`src/rtl/i2c_slave_regs.sv`:
```
// I2C slave with a byte-wide register file, pointer auto-increment and a local read port.
// Optional SCL/SDA glitch filter enabled by defining I2C_SLAVE_GLITCH_FILTER_EN.
module i2c_slave_regs #(
  parameter logic [6:0] SLAVE_ADDR = 7'h10,
  parameter int         AW         = 2
) (
  input  logic          clk,
  input  logic          rst,
  input  logic          scl_i,
  input  logic          sda_i,
  output logic          sda_oe,
  output logic          wr_valid,
  output logic [AW-1:0] wr_addr,
  output logic [7:0]    wr_data,
  input  logic [AW-1:0] rd_addr,
  output logic [7:0]    rd_data,
  output logic          busy,
  output logic [3:0]    dbg_state
);

  localparam int DEPTH = 1 << AW;

  typedef enum logic [3:0] {
    S_IDLE,
    S_ADDR,
    S_ADDR_ACK,
    S_MADDR,
    S_WDATA,
    S_DATA_ACK,
    S_RDATA,
    S_RDATA_ACK,
    S_IGNORE
  } state_t;

  state_t        state;
  logic [3:0]    bit_cnt;
  logic [7:0]    shreg;
  logic [AW-1:0] ptr;
  logic          rw_bit;
  logic [7:0]    regs [DEPTH];

  // Synchronizers and edge-detect history track the pins even during reset,
  // so no phantom edge appears when reset is released mid-transfer.
  logic [1:0] scl_sync;
  logic [1:0] sda_sync;
  logic       scl_lvl;
  logic       sda_lvl;
  logic       scl_prev;
  logic       sda_prev;

  always_ff @(posedge clk) begin
    scl_sync <= {scl_sync[0], scl_i};
    sda_sync <= {sda_sync[0], sda_i};
  end

`ifdef I2C_SLAVE_GLITCH_FILTER_EN
  logic [1:0] scl_hist;
  logic [1:0] sda_hist;
  logic       scl_filt_q;
  logic       sda_filt_q;

  // Level follows the synchronizer only once three consecutive samples agree.
  assign scl_lvl = (scl_sync[1] == scl_hist[0] && scl_sync[1] == scl_hist[1]) ? scl_sync[1] : scl_filt_q;
  assign sda_lvl = (sda_sync[1] == sda_hist[0] && sda_sync[1] == sda_hist[1]) ? sda_sync[1] : sda_filt_q;

  always_ff @(posedge clk) begin
    scl_hist   <= {scl_hist[0], scl_sync[1]};
    sda_hist   <= {sda_hist[0], sda_sync[1]};
    scl_filt_q <= scl_lvl;
    sda_filt_q <= sda_lvl;
  end
`else
  assign scl_lvl = scl_sync[1];
  assign sda_lvl = sda_sync[1];
`endif

  always_ff @(posedge clk) begin
    scl_prev <= scl_lvl;
    sda_prev <= sda_lvl;
  end

  logic       scl_rise;
  logic       scl_fall;
  logic       start_cond;
  logic       stop_cond;
  logic [7:0] rx_byte;
  logic       maddr_ok;

  assign scl_rise   = scl_lvl & ~scl_prev;
  assign scl_fall   = ~scl_lvl & scl_prev;
  assign start_cond = scl_lvl & scl_prev & sda_prev & ~sda_lvl;
  assign stop_cond  = scl_lvl & scl_prev & ~sda_prev & sda_lvl;
  assign rx_byte    = {shreg[6:0], sda_lvl};
  assign maddr_ok   = (rx_byte[7:AW] == '0);
  assign dbg_state  = state;

  // Valid/ready: the bus has no back-pressure; wr_valid is a single-cycle
  // strobe with wr_addr/wr_data valid in the same cycle, and the local read
  // port is always ready with rd_data one cycle after rd_addr.
  always_ff @(posedge clk) begin
    if (rst) begin
      state    <= S_IDLE;
      bit_cnt  <= 4'd0;
      shreg    <= 8'h00;
      ptr      <= '0;
      rw_bit   <= 1'b0;
      sda_oe   <= 1'b0;
      wr_valid <= 1'b0;
      wr_addr  <= '0;
      wr_data  <= 8'h00;
      rd_data  <= 8'h00;
      busy     <= 1'b0;
      for (int i = 0; i < DEPTH; i++) regs[i] <= 8'h00;
    end else begin
      wr_valid <= 1'b0;
      rd_data  <= regs[rd_addr];
      if (stop_cond) begin
        state   <= S_IDLE;
        sda_oe  <= 1'b0;
        busy    <= 1'b0;
        bit_cnt <= 4'd0;
      end else if (start_cond) begin
        state   <= S_ADDR;
        sda_oe  <= 1'b0;
        busy    <= 1'b1;
        bit_cnt <= 4'd0;
      end else begin
        case (state)
          S_IDLE: ;
          S_ADDR: begin
            if (scl_rise) begin
              shreg   <= rx_byte;
              bit_cnt <= bit_cnt + 4'd1;
              if (bit_cnt == 4'd7) begin
                rw_bit <= sda_lvl;
                state  <= (rx_byte[7:1] == SLAVE_ADDR) ? S_ADDR_ACK : S_IGNORE;
              end
            end
          end
          // bit_cnt == 8: waiting to assert ACK; bit_cnt == 9: ACK clock seen.
          S_ADDR_ACK: begin
            if (scl_rise) begin
              bit_cnt <= 4'd9;
            end else if (scl_fall) begin
              if (bit_cnt == 4'd8) begin
                sda_oe <= 1'b1;
              end else if (bit_cnt == 4'd9) begin
                bit_cnt <= 4'd0;
                if (rw_bit) begin
                  shreg  <= regs[ptr];
                  sda_oe <= ~regs[ptr][7];
                  state  <= S_RDATA;
                end else begin
                  sda_oe <= 1'b0;
                  state  <= S_MADDR;
                end
              end
            end
          end
          S_MADDR: begin
            if (scl_rise) begin
              shreg   <= rx_byte;
              bit_cnt <= bit_cnt + 4'd1;
              if (bit_cnt == 4'd7) begin
                if (maddr_ok) begin
                  ptr   <= rx_byte[AW-1:0];
                  state <= S_DATA_ACK;
                end else begin
                  state <= S_IGNORE;
                end
              end
            end
          end
          S_WDATA: begin
            if (scl_rise) begin
              shreg   <= rx_byte;
              bit_cnt <= bit_cnt + 4'd1;
              if (bit_cnt == 4'd7) begin
                regs[ptr] <= rx_byte;
                wr_valid  <= 1'b1;
                wr_addr   <= ptr;
                wr_data   <= rx_byte;
                ptr       <= ptr + 1'b1;
                state     <= S_DATA_ACK;
              end
            end
          end
          S_DATA_ACK: begin
            if (scl_rise) begin
              bit_cnt <= 4'd9;
            end else if (scl_fall) begin
              if (bit_cnt == 4'd8) begin
                sda_oe <= 1'b1;
              end else if (bit_cnt == 4'd9) begin
                sda_oe  <= 1'b0;
                bit_cnt <= 4'd0;
                state   <= S_WDATA;
              end
            end
          end
          // Bit 7 is already on the bus at entry; each fall presents the next bit.
          S_RDATA: begin
            if (scl_rise) begin
              bit_cnt <= bit_cnt + 4'd1;
            end else if (scl_fall) begin
              if (bit_cnt == 4'd8) begin
                sda_oe <= 1'b0;
                state  <= S_RDATA_ACK;
              end else if (bit_cnt != 4'd0) begin
                shreg  <= {shreg[6:0], 1'b0};
                sda_oe <= ~shreg[6];
              end
            end
          end
          S_RDATA_ACK: begin
            if (scl_rise) begin
              if (!sda_lvl) begin
                ptr     <= ptr + 1'b1;
                bit_cnt <= 4'd9;
              end else begin
                state <= S_IGNORE;
              end
            end else if (scl_fall && bit_cnt == 4'd9) begin
              shreg   <= regs[ptr];
              sda_oe  <= ~regs[ptr][7];
              bit_cnt <= 4'd0;
              state   <= S_RDATA;
            end
          end
          S_IGNORE: sda_oe <= 1'b0;
          default: begin
            state  <= S_IDLE;
            sda_oe <= 1'b0;
          end
        endcase
      end
    end
  end

endmodule

```
`config.mk`:
```
export PLATFORM = sky130hd
export DESIGN_NAME = i2c_slave_regs
export DESIGN_NICKNAME = d
export VERILOG_FILES = /design/src/rtl/i2c_slave_regs.sv
export SDC_FILE = /design/constraint.sdc
export NUM_CORES = 1
export LEC_CHECK = 0
export ABC_AREA = 1
export ABC_CLOCK_PERIOD_IN_PS = 5600
export CAP_MARGIN = 20
export CELL_PAD_IN_SITES_DETAIL_PLACEMENT = 1
export CELL_PAD_IN_SITES_GLOBAL_PLACEMENT = 1
export CORE_MARGIN = 1
export CORE_UTILIZATION = 45
export DETAILED_ROUTE_END_ITERATION = 10
export PLACE_DENSITY_LB_ADDON = 0.1
export REMOVE_ABC_BUFFERS = 1
export SYNTH_ARGS = -nofsm -noshare
export SYNTH_HDL_FRONTEND = slang
export SYNTH_SLANG_ARGS = --single-unit
```
`constraint.sdc`:
```
create_clock -name clk -period 5.6 [get_ports clk]
set_clock_uncertainty 0.2 [all_clocks]
set_input_delay 0.84 -clock clk [delete_from_list [all_inputs] [get_ports clk]]
set_output_delay 0.84 -clock clk [all_outputs]
set_load 0.05 [all_outputs]
```
==> flow_summary.toml <==
[sta]
max_transition_viols_final = 0
setup_ws_ns = 2.29
timing.setup.tns_ns = 0
final-setup-viol-count = 0
worst-slew-pin-transition_ns = 1.04
fmaxAchievable_ghz = 0.302
period_needed_ns = 3.31
finalHoldViolations = 0
timing.slew.headroom_pct = 29.9
unrepaired_setup_endpoints_after_global_routing = "false"
final_period_util_pct = 59.0
final.hold.worst_slack_ns = 0.141

[clock_tree]
cts_resized = 0
post_cts.repair.setup_buffers = 0
cts_made_buffers = 9
clk_transition_reported_paths_ns = 0.10
cts.htree.levels = 3
cts.path.max_buffers = 2
clock_tree.root_cell = "sky130_fd_sc_hd__clkbuf_8"
clock_sinks = 79
holdBufCountCts = 0
cts_tree = "built"
latest_clock_arrival_within_the_worst_skew_pair_ns = 0.37

[worst_setup_path]
timing.setup.critical_path_class = "in2reg"
cp.arrival_ns = 3.07
critical_path_depth = 3
timing.critical_path.from = "rst"
r2r.worst_path.cells = 7
crit_path_end = "regs[0][7]"
cp.buffers_inverters = 2
end_kind = "register"
slowest_stage = "sky130_fd_sc_hd__clkdlybuf4s50_1"
critical_path.top_delay_family = "buffers and inverters"
cell_by_cell_listing_of_the_critical_path = "clkdlybuf4s50_1, inv_1, o21ai_0"
worstSetupStartpointType = "input port"
reg_to_reg_critical_path_endpoint = "regs[0][7]"
critPathMaxFanout = 24
reg2reg_from = "bit_cnt[0]"
cp_data_required_time_ns = 5.36
timing.reg2reg.setup_slack_ns = 2.65
cp_slowest_stage_delay_ns = 0.81

[synth]
synth_warnings = 0
ys_types = 33
synthMostInstantiatedCell = "sky130_fd_sc_hd__nand2_1"
flip_flop_cell_with_the_highest_count_after_synthesis = "sky130_fd_sc_hd__dfxtp_1"
synth_largest_type_area_fraction_pct = 24.3
post_synth_most_frequent_cells = "sky130_fd_sc_hd__nand2_1 (93), sky130_fd_sc_hd__nor2_1 (88), sky130_fd_sc_hd__o21ai_0 (55), sky130_fd_sc_hd__inv_1 (51), sky130_fd_sc_hd__dfxtp_1 (47)"
synthesis.instances = 512
synth-edff-count = 32
mappedNetlistArea_um2 = 3960
ys_top_cells_by_area = "sky130_fd_sc_hd__edfxtp_1 (24%), sky130_fd_sc_hd__dfxtp_1 (24%), sky130_fd_sc_hd__nand2_1 (8.8%)"
synth.yosys.seq_area_share_pct = 48.0
postSynth.asyncResetShare_pct = 0
post-synth-top-area-cell = "sky130_fd_sc_hd__edfxtp_1"
ys_seq_elements = 79
syn-mean-instance-area_um2 = 7.73

[floorplanning]
fp.dieW_um = 95.8
die_y_um = 95.8
design.die.area_um2 = 9180
io_pins = 31
floorplan_core_area_um2 = 8380
initial_standard_cell_utilization_of_the_core_pct = 47.2
core.rowCount = 33

[global_routing]
grt_first_pass_wirelength_um = 19000
globalRouteOverflowTotal = 0
grt_start_max_net_pins = 30
grt_pass1_vias = 3633
track_usage_pct = 28.3
number_of_antenna_violations_at_the_first_check_in_global_routing = 0

[pwr]
tot_pwr_mw = 1.78
sequentialPowerShare_pct = 39.9
power_leakage_nw = 1.90
power.internal_mw = 1.01
combPwrFrac_pct = 36.1
clkPwrFrac_pct = 24.1
switchingPower_uw = 770
worst_ir_drop_vdd_v = 0.000181
p_sw_share_pct = 43.2
power_density_nw_per_um2 = 395

[cells_and_area]
diodes = 0
area_growth_pct = 13.8
multi_input_area_um2 = 1750
fillerInstances = 1056
register_area_um2 = 1900
drive_gt1_share_pct = 9.78
nets = 546
post_layout_instance_area_um2 = 4510

[placed_design]
place_ws_ns = 1.88
routabilityCongestion = 0.894
postPlaceCellArea_um2 = 4310
io_buffers = 30
place.detailed.hpwl_um = 8790

[routing]
detail_route.iter0.violations = 290
drt_pass_1_iters = 4
drt-wirelength-per-cell_um = 18.3
routed-via-count = 3620
detail_route.wirelength_um = 11800
antenna_left = 0
drc = 0
via_to_cell_ratio = 5.60

[run_status]
status = "finished clean"

[hold_path]
worst_hold_path_type = "reg2reg"

[job]
max-cap-violations = 0
-- through the flow --
stage,utilization (%),instances
final,53.8,647
after CTS,53.8,647
after global routing,53.8,647
after global placement,51.4,631
after detailed placement,51.4,631
after floorplan,-,495
-- layer usage --
metal  track usage, %  vias up  part of all wire (%)
li1                 -     1744                     -
met1             40.8     1777                    49
met2             45.3       89                    46
met3             2.61       10                   4.3
met4             7.59        0                   1.1
met5                0        -                     0
-- layout by cell type, fill, tap and decap left out --
cell type                         instances
sky130_fd_sc_hd__clkbuf_8                 9
sky130_fd_sc_hd__xor2_1                   1
sky130_fd_sc_hd__nand3_2                  3
sky130_fd_sc_hd__o21ai_1                  2
sky130_fd_sc_hd__o21a_1                   1
sky130_fd_sc_hd__o211ai_1                 8
sky130_fd_sc_hd__ha_1                     3
sky130_fd_sc_hd__inv_2                    6
sky130_fd_sc_hd__nand4_1                  4
sky130_fd_sc_hd__nor2_2                   2
sky130_fd_sc_hd__inv_1                   51
sky130_fd_sc_hd__nor3_1                   9
sky130_fd_sc_hd__clkinvlp_4               1
sky130_fd_sc_hd__inv_8                    3
sky130_fd_sc_hd__a21oi_1                 41
sky130_fd_sc_hd__nor3_2                   1
sky130_fd_sc_hd__nand2_4                  1
sky130_fd_sc_hd__inv_6                    1
sky130_fd_sc_hd__xnor2_1                  1
sky130_fd_sc_hd__o21ai_0                 55
sky130_fd_sc_hd__buf_4                    1
sky130_fd_sc_hd__a21oi_2                  1
sky130_fd_sc_hd__nand2_2                  9
sky130_fd_sc_hd__nor2_8                   2
sky130_fd_sc_hd__clkinv_4                 1
sky130_fd_sc_hd__nand3_1                 21
sky130_fd_sc_hd__nand3b_1                 1
sky130_fd_sc_hd__o21ai_2                  1
sky130_fd_sc_hd__dfxtp_1                 47
sky130_fd_sc_hd__clkinv_8                 1
sky130_fd_sc_hd__o2111ai_1                1
sky130_fd_sc_hd__a31o_2                   8
sky130_fd_sc_hd__clkdlybuf4s50_1         30
sky130_fd_sc_hd__edfxtp_1                32
sky130_fd_sc_hd__nor2_1                  88
sky130_fd_sc_hd__nand2_1                 93
sky130_fd_sc_hd__nor2_4                   2
-- final cells by class --
type | instances | share of cell area [%]
flip-flops and latches | 79 | 42.2
multi-input cells | 359 | 38.9
repair buffers | 31 | 6.83
inverters | 57 | 4.75
well taps | 105 | 2.91
clock buffers | 9 | 2.75
clock inverters | 7 | 1.67
-- power groups by stage --
stage | Sequential [mW] | Clock (mW) | Combinational, mW
2_1_floorplan | 0.754 | 0 | 0.395
6_report | 0.710 | 0.429 | 0.643
3_5_place_dp | 0.721 | 0 | 0.635
3_3_place_gp | 0.717 | 0 | 0.618
4_1_cts | 0.709 | 0.436 | 0.642
5_1_grt | 0.718 | 0.458 | 0.716
-- cell families after synthesis --
group           share of synthesized area (%)
compound gates                           16.5
xor+xnor                                0.442
fa+ha+maj                               0.948
buf+inv                                  7.68
flops                                    48.0
simple gates                             26.4
-- worst register-to-register path, stage by stage (launching register included) --
cell and delay [ns]:
sky130_fd_sc_hd__dfxtp_1 0.42, sky130_fd_sc_hd__ha_1 0.24, sky130_fd_sc_hd__nand2_1 0.09, sky130_fd_sc_hd__nor2_1 0.31
sky130_fd_sc_hd__nand2_1 0.17, sky130_fd_sc_hd__nor2_1 0.14, sky130_fd_sc_hd__inv_2 0.16, sky130_fd_sc_hd__o21ai_0 0.85
-- worst min-delay path by stage --
stage                start          end  cells after the start
3_3_place_gp   sda_sync[0]  sda_sync[1]                      0
5_1_grt        scl_sync[0]  scl_sync[1]                      0
4_1_cts        scl_sync[0]  scl_sync[1]                      0
6_report       scl_sync[0]  scl_sync[1]                      0
3_5_place_dp   sda_sync[0]  sda_sync[1]                      0
2_1_floorplan  scl_sync[0]  scl_sync[1]                      0
-- registers in the layout, summed over array words and instances, names as in the netlist, named ones only --
signal	flops
dbg_state	4
rw_bit	1
busy	1
scl_prev	1
rd_data	8
regs	32
wr_addr	2
shreg	7
sda_oe	1
ptr	2
scl_sync	2
wr_valid	1
bit_cnt	4
wr_data	8
sda_prev	1
sda_sync	2
(Power assumes the default switching activity.)
